<file path="src/rtl/sr_drive_pkg.sv">
// Shared types and defaults for the NAND SR latch driver.
// Optional debounce counters are enabled by SR_DRIVE_DEBOUNCE_EN.
package sr_drive_pkg;

    typedef enum logic [1:0] {
        IDLE        = 2'd0,
        SET_PULSE   = 2'd1,
        RESET_PULSE = 2'd2,
        GAP         = 2'd3
    } sr_state_t;

    localparam logic        OUT_IDLE            = 1'b1;
    localparam int unsigned DEF_DEBOUNCE_CYCLES = 4;
    localparam int unsigned DEF_PULSE_CYCLES    = 2;

endpackage

</file>
<file path="src/rtl/btn_conditioner.sv">
// Synchronizer, debounce and rising-edge request for one pushbutton.
// Debounce counter exists only when SR_DRIVE_DEBOUNCE_EN is defined.
module btn_conditioner
    import sr_drive_pkg::*;
#(
    parameter int unsigned DEBOUNCE_CYCLES = DEF_DEBOUNCE_CYCLES
) (
    input  logic clk,
    input  logic rst,
    input  logic btn,
    output logic req
);

    logic sync1;
    logic sync2;
    logic level;
    logic level_d;

    if (DEBOUNCE_CYCLES < 1) begin : g_bad_debounce
        $error("DEBOUNCE_CYCLES must be >= 1");
    end

    always_ff @(posedge clk) begin
        if (rst) begin
            sync1 <= 1'b0;
            sync2 <= 1'b0;
        end else begin
            sync1 <= btn;
            sync2 <= sync1;
        end
    end

`ifdef SR_DRIVE_DEBOUNCE_EN
    localparam int unsigned CW = $clog2(DEBOUNCE_CYCLES + 1);
    localparam logic [CW-1:0] CNT_LAST = CW'(DEBOUNCE_CYCLES - 1);

    logic [CW-1:0] cnt;

    // The flip happens on the sample that would bring the count to N.
    always_ff @(posedge clk) begin
        if (rst) begin
            level <= 1'b0;
            cnt   <= '0;
        end else if (sync2 == level) begin
            cnt <= '0;
        end else if (cnt >= CNT_LAST) begin
            level <= sync2;
            cnt   <= '0;
        end else begin
            cnt <= cnt + 1'b1;
        end
    end
`else
    assign level = sync2;
`endif

    always_ff @(posedge clk) begin
        if (rst) begin
            level_d <= 1'b0;
        end else begin
            level_d <= level;
        end
    end

    assign req = level & ~level_d;

endmodule

</file>
<file path="src/rtl/sr_drive_ctrl.sv">
// Arbitrating pulse driver for the NAND SR latch S/R inputs.
// Build option SR_DRIVE_DEBOUNCE_EN adds input debounce counters.
module sr_drive_ctrl
    import sr_drive_pkg::*;
#(
    parameter int unsigned DEBOUNCE_CYCLES = DEF_DEBOUNCE_CYCLES,
    parameter int unsigned PULSE_CYCLES    = DEF_PULSE_CYCLES
) (
    input  logic clk,
    input  logic rst,
    input  logic btn_set,
    input  logic btn_reset,
    output logic S,
    output logic R,
    output logic busy,
    output logic conflict,
    output logic dropped
);

    localparam int unsigned PW = $clog2(PULSE_CYCLES + 1);
    localparam logic [PW-1:0] PCNT_LAST = PW'(PULSE_CYCLES - 1);

    sr_state_t     state;
    logic [PW-1:0] pcnt;
    logic          set_req;
    logic          reset_req;

    if (PULSE_CYCLES < 1) begin : g_bad_pulse
        $error("PULSE_CYCLES must be >= 1");
    end

    btn_conditioner #(.DEBOUNCE_CYCLES(DEBOUNCE_CYCLES)) u_set (
        .clk (clk),
        .rst (rst),
        .btn (btn_set),
        .req (set_req)
    );

    btn_conditioner #(.DEBOUNCE_CYCLES(DEBOUNCE_CYCLES)) u_reset (
        .clk (clk),
        .rst (rst),
        .btn (btn_reset),
        .req (reset_req)
    );

    // Outputs are written alongside the state so they track the next state.
    always_ff @(posedge clk) begin
        if (rst) begin
            state    <= IDLE;
            pcnt     <= '0;
            S        <= OUT_IDLE;
            R        <= OUT_IDLE;
            busy     <= 1'b0;
            conflict <= 1'b0;
            dropped  <= 1'b0;
        end else begin
            conflict <= 1'b0;
            dropped  <= 1'b0;
            unique case (state)
                IDLE: begin
                    if (set_req && reset_req) begin
                        conflict <= 1'b1;
                    end else if (set_req) begin
                        state <= SET_PULSE;
                        pcnt  <= '0;
                        S     <= ~OUT_IDLE;
                        busy  <= 1'b1;
                    end else if (reset_req) begin
                        state <= RESET_PULSE;
                        pcnt  <= '0;
                        R     <= ~OUT_IDLE;
                        busy  <= 1'b1;
                    end
                end
                SET_PULSE, RESET_PULSE: begin
                    dropped <= set_req | reset_req;
                    if (pcnt >= PCNT_LAST) begin
                        state <= GAP;
                        S     <= OUT_IDLE;
                        R     <= OUT_IDLE;
                    end else begin
                        pcnt <= pcnt + 1'b1;
                    end
                end
                GAP: begin
                    dropped <= set_req | reset_req;
                    state   <= IDLE;
                    busy    <= 1'b0;
                end
                default: begin
                    state <= IDLE;
                    S     <= OUT_IDLE;
                    R     <= OUT_IDLE;
                    busy  <= 1'b0;
                end
            endcase
        end
    end

endmodule
</file>
<file path="config.mk">
export PLATFORM = sky130hd
export DESIGN_NAME = sr_drive_ctrl
export DESIGN_NICKNAME = d
export VERILOG_FILES = /design/src/rtl/sr_drive_pkg.sv /design/src/rtl/btn_conditioner.sv /design/src/rtl/sr_drive_ctrl.sv
export SDC_FILE = /design/constraint.sdc
export NUM_CORES = 1
export LEC_CHECK = 0
export ABC_AREA = 0
export CAP_MARGIN = 10
export CORE_AREA = 3 3 42 44
export CTS_CLUSTER_DIAMETER = 120
export DETAILED_ROUTE_END_ITERATION = 6
export DIE_AREA = 0 0 45 47
export GPL_TIMING_DRIVEN = 0
export PLACE_DENSITY = 0.7
export SYNTH_ARGS = -nofsm -noshare
export SYNTH_HDL_FRONTEND = slang
export SYNTH_SLANG_ARGS = --single-unit
</file>
<file path="constraint.sdc">
create_clock -name clk -period 2.1 [get_ports clk]
set_input_delay 0.42 -clock clk [delete_from_list [all_inputs] [get_ports clk]]
set_output_delay 0.42 -clock clk [all_outputs]
set_load 0.01 [all_outputs]
</file>
==> impl_metrics.csv <==
group,metric,value,unit
yosys,yosys_warnings,0,
global_route,grtUsageMet2,0.226,
sta,max-slew-margin-rel,0.711,
routing,drt_pass1_iterations,2,
run,drv.max_cap_violation_count,0,
clock_tree,clockRootBuffer,"clkbuf_4",
yosys,netlist_top_cells_area,"dfxtp_1 (43%), ha_1 (5.3%), nor2b_1 (5.3%), nand2_1 (4.8%), o31ai_1 (4.3%)",
yosys,post_synth.cell_area_avg,8.90,µm²
sta,slew_at_the_pin_closest_to_its_max_slew_limit,433,ps
yosys,synthDistinctLibCells,29,
floorplan,rows,14,
worst_hold_path,min_path_type,"flop to flop",
cells_and_area,layout-drive-gt1-share,0.0989,
setup_path,timing.reg2reg.setup_slack,360,ps
setup_path,rr_startpoint,"state[0]",
yosys,ys_seq_elements,15,
pwr,total_switching_power,0.290,mW
yosys,synth_seq_area_share,0.427,
placed_design,port_buffers,8,
setup_path,timing.critical_path.required,2250,ps
routing,drt-initial-drc-count,9,
yosys,edff_count_synth,0,
yosys,synth-main-ff-cell,"dfxtp_1",
yosys,netlist.area_leader.share,0.427,
routing,route.vias.total,583,
sta,grt_setup_unrepaired,"no",
pwr,peakVddDrop,0.473,mV
worst_hold_path,hold_path_end,"u_set.level",
routing,drcViolationCount,0,
yosys,postSynth.asyncResetShare,0,
clock_tree,clk-insertion-delay-late,280,ps
sta,final_hold_viol_count,0,
placed_design,placed_area,803,µm²
clock_tree,postCtsHoldBufs,0,
setup_path,timing_worst_setup_path_type,"flop to flop",
floorplan,io-pin-count,9,
setup_path,critical_path_depth_in_cells,6,
placed_design,finalWeightedCongestion,0.765,
floorplan,design.die.area,2120,µm²
global_route,gr-usage-met3,0.0345,
yosys,synth_top_area_cell,"dfxtp_1",
sta,final_max_slew_viol_count,0,
setup_path,critical_path.slowest_cell,"ha_1",
yosys,post_synth_inst_count,79,
clock_tree,cts_buffers,3,
clock_tree,clock_path_buffers,2,
setup_path,cp_top_family,"simple AND/OR/NAND/NOR gates",
pwr,internal_power,0.541,mW
clock_tree,post_cts.repair.setup_buffers,0,
setup_path,worstSetupEndpointType,"flop",
routing,antenna_left,0,
floorplan,floorplan_core_area,1470,µm²
cells_and_area,finish.utilization,0.565,
setup_path,rr_worst_depth,6,
routing,wl,1310,µm
cells_and_area,fin_nets,99,
clock_tree,clk_transition_reported_paths,90,ps
worst_hold_path,timing.hold.worst.start,"u_set.sync1",
floorplan,initial_utilization,0.478,
sta,layout_min_cycle_time,1740,ps
sta,max_freq,574,MHz
clock_tree,cts.htree.levels,1,
cells_and_area,area.growth.synth_to_final,18.1,%
pwr,power-per-cell-area,1000,nW/µm²
yosys,syn-num-nets,86,
global_route,grt.total_usage,0.137,
pwr,power.clock.fraction,0.196,
global_route,globalRoute.busiestLayer,"met2",
setup_path,crit_path_max_incr_delay,390,ps
global_route,pin_count_of_the_biggest_net_entering_global_routing,11,
sta,worst_hold_slack,447,ps
global_route,grt_first_pass_wirelength,2100,µm
status,run_status,"finished clean",
clock_tree,cts_tree,"yes",
sta,layout_worst_path_cycle_share,0.829,
pwr,share_comb_of_total_power,0.385,
worst_hold_path,min_path_cells,1,
placed_design,dp.final_hpwl,978,µm
floorplan,die-height,47,µm
cells_and_area,antenna_cells,0,
setup_path,path_buf_inv,1,
routing,average_detailed_routed_wire_length_per_instance,12.2,µm
floorplan,die_x,45,µm
pwr,p_leak,0.319,nW
pwr,power.sequential.fraction,0.419,
global_route,grt_overflow,0,
setup_path,worstPathCellList,"inv_1 -> ha_1 -> nor2b_4 -> or2_1 -> a221oi_1 -> o31ai_1",
setup_path,timing.critical_path.from_type,"flop",
clock_tree,clkSinkCount,15,
pwr,fin_total_pwr,0.831,mW
sta,setup_total_negative_slack,0,ps
setup_path,worst-path-max-fanout,8,
sta,final-setup-viol-count,0,
setup_path,rr_endpoint,"pcnt[1]",
sta,clock-skew-final,0.927,ps
setup_path,timing.critical_path.arrival,1900,ps
cells_and_area,stdcell_area,831,µm²
pwr,swShare,0.349,
yosys,post_synth_instance_area,703,µm²
global_route,antenna_found_initial,0,
routing,drt-vias-per-instance,5.45,
global_route,global_route.usage.met1,0.171,
clock_tree,cts_resized,0,
global_route,number_of_global_route_vias_before_repair,503,
registers in the layout (all words and copies together) (netlist names):
name,count
u_reset.level,1
conflict,1
u_reset.level_d,1
busy,1
state,2
R,1
u_reset.sync1,1
dropped,1
pcnt,2
u_set.level,1
u_set.level_d,1
u_set.sync1,1
S,1
routing by layer:
| metal | wire (µm) | part of all wire |
|---|---|---|
| met3 | 56 | 0.043 |
| met5 | 0 | 0 |
| met4 | 10 | 0.0077 |
| met1 | 612 | 0.47 |
| met2 | 626 | 0.48 |
kinds of logic (layout without fill, tap and decap cells):
kind of cell    count (synthesis)  count (layout)  share of synthesized area
compound gates                 17              17                      0.162
xor+xnor                        2               2                     0.0356
fa+ha+maj                       3               3                     0.0534
buf+inv                         7              19                     0.0391
flops                          15              15                      0.427
simple gates                   35              35                      0.283
cells in the final DEF (no fill, tap or decap), drive strengths merged, types with 2 or more instances in the layout:
master | Yosys | final
a221oi | 2 | 2
o31ai | 4 | 4
nand2 | 9 | 9
ha | 3 | 3
nand3 | 2 | 2
inv | 4 | 4
xnor2 | 2 | 2
nor2b | 7 | 7
buf | 2 | 2
nor2 | 3 | 3
dfxtp | 15 | 15
clkbuf | 1 | 4
and2b | 2 | 2
nand2b | 3 | 3
nor4 | 4 | 4
or2 | 2 | 2
o21ai | 4 | 4
clkdlybuf4s50 | 0 | 8
a21oi | 3 | 3
a22oi | 2 | 2
cells in the mapped netlist (3+ instances only):
| cell type | count |
|---|---|
| a21oi_1 | 3 |
| dfxtp_1 | 15 |
| ha_1 | 3 |
| inv_1 | 4 |
| nand2_1 | 9 |
| nand2b_1 | 3 |
| nor2_1 | 3 |
| nor2b_1 | 6 |
| nor4_1 | 4 |
| o21ai_0 | 4 |
| o31ai_1 | 4 |
final cells by class:
| cell class | instances | area (µm²) |
|---|---|---|
| Fill cell | 146 | 641 |
| Multi-Input combinational cell | 57 | 375 |
| Sequential cell | 15 | 300 |
| Timing Repair Buffer | 8 | 80.1 |
| Clock buffer | 3 | 22.5 |
| Tap cell | 16 | 20.0 |
| Inverter | 4 | 15.0 |
| Buffer | 3 | 12.5 |
| Clock inverter | 1 | 5.00 |
how the worst max path moves through the flow:
stage,startpoint,endpoint
after detailed placement,rst,pcnt[1]
final,state[0],pcnt[1]
after global placement,rst,pcnt[1]
after floorplan,state[0],pcnt[0]
after global routing,state[0],pcnt[1]
after CTS,state[0],pcnt[1]
stage by stage:
step,setup WS (ps),instances
after floorplan,530,79
after global placement,314,103
after detailed placement,300,103
after CTS,341,107
after global routing,259,107
final,358,107
power groups by stage:
| stage | logic [mW] | registers (mW) | clock network (mW) |
|---|---|---|---|
| 2_1_floorplan | 0.228 | 0.360 | 0 |
| 3_3_place_gp | 0.312 | 0.353 | 0 |
| 3_5_place_dp | 0.317 | 0.356 | 0 |
| 4_1_cts | 0.319 | 0.349 | 0.170 |
| 5_1_grt | 0.360 | 0.353 | 0.183 |
| 6_report | 0.319 | 0.348 | 0.163 |
No activity file was read; power rests on OpenSTA's default activity.
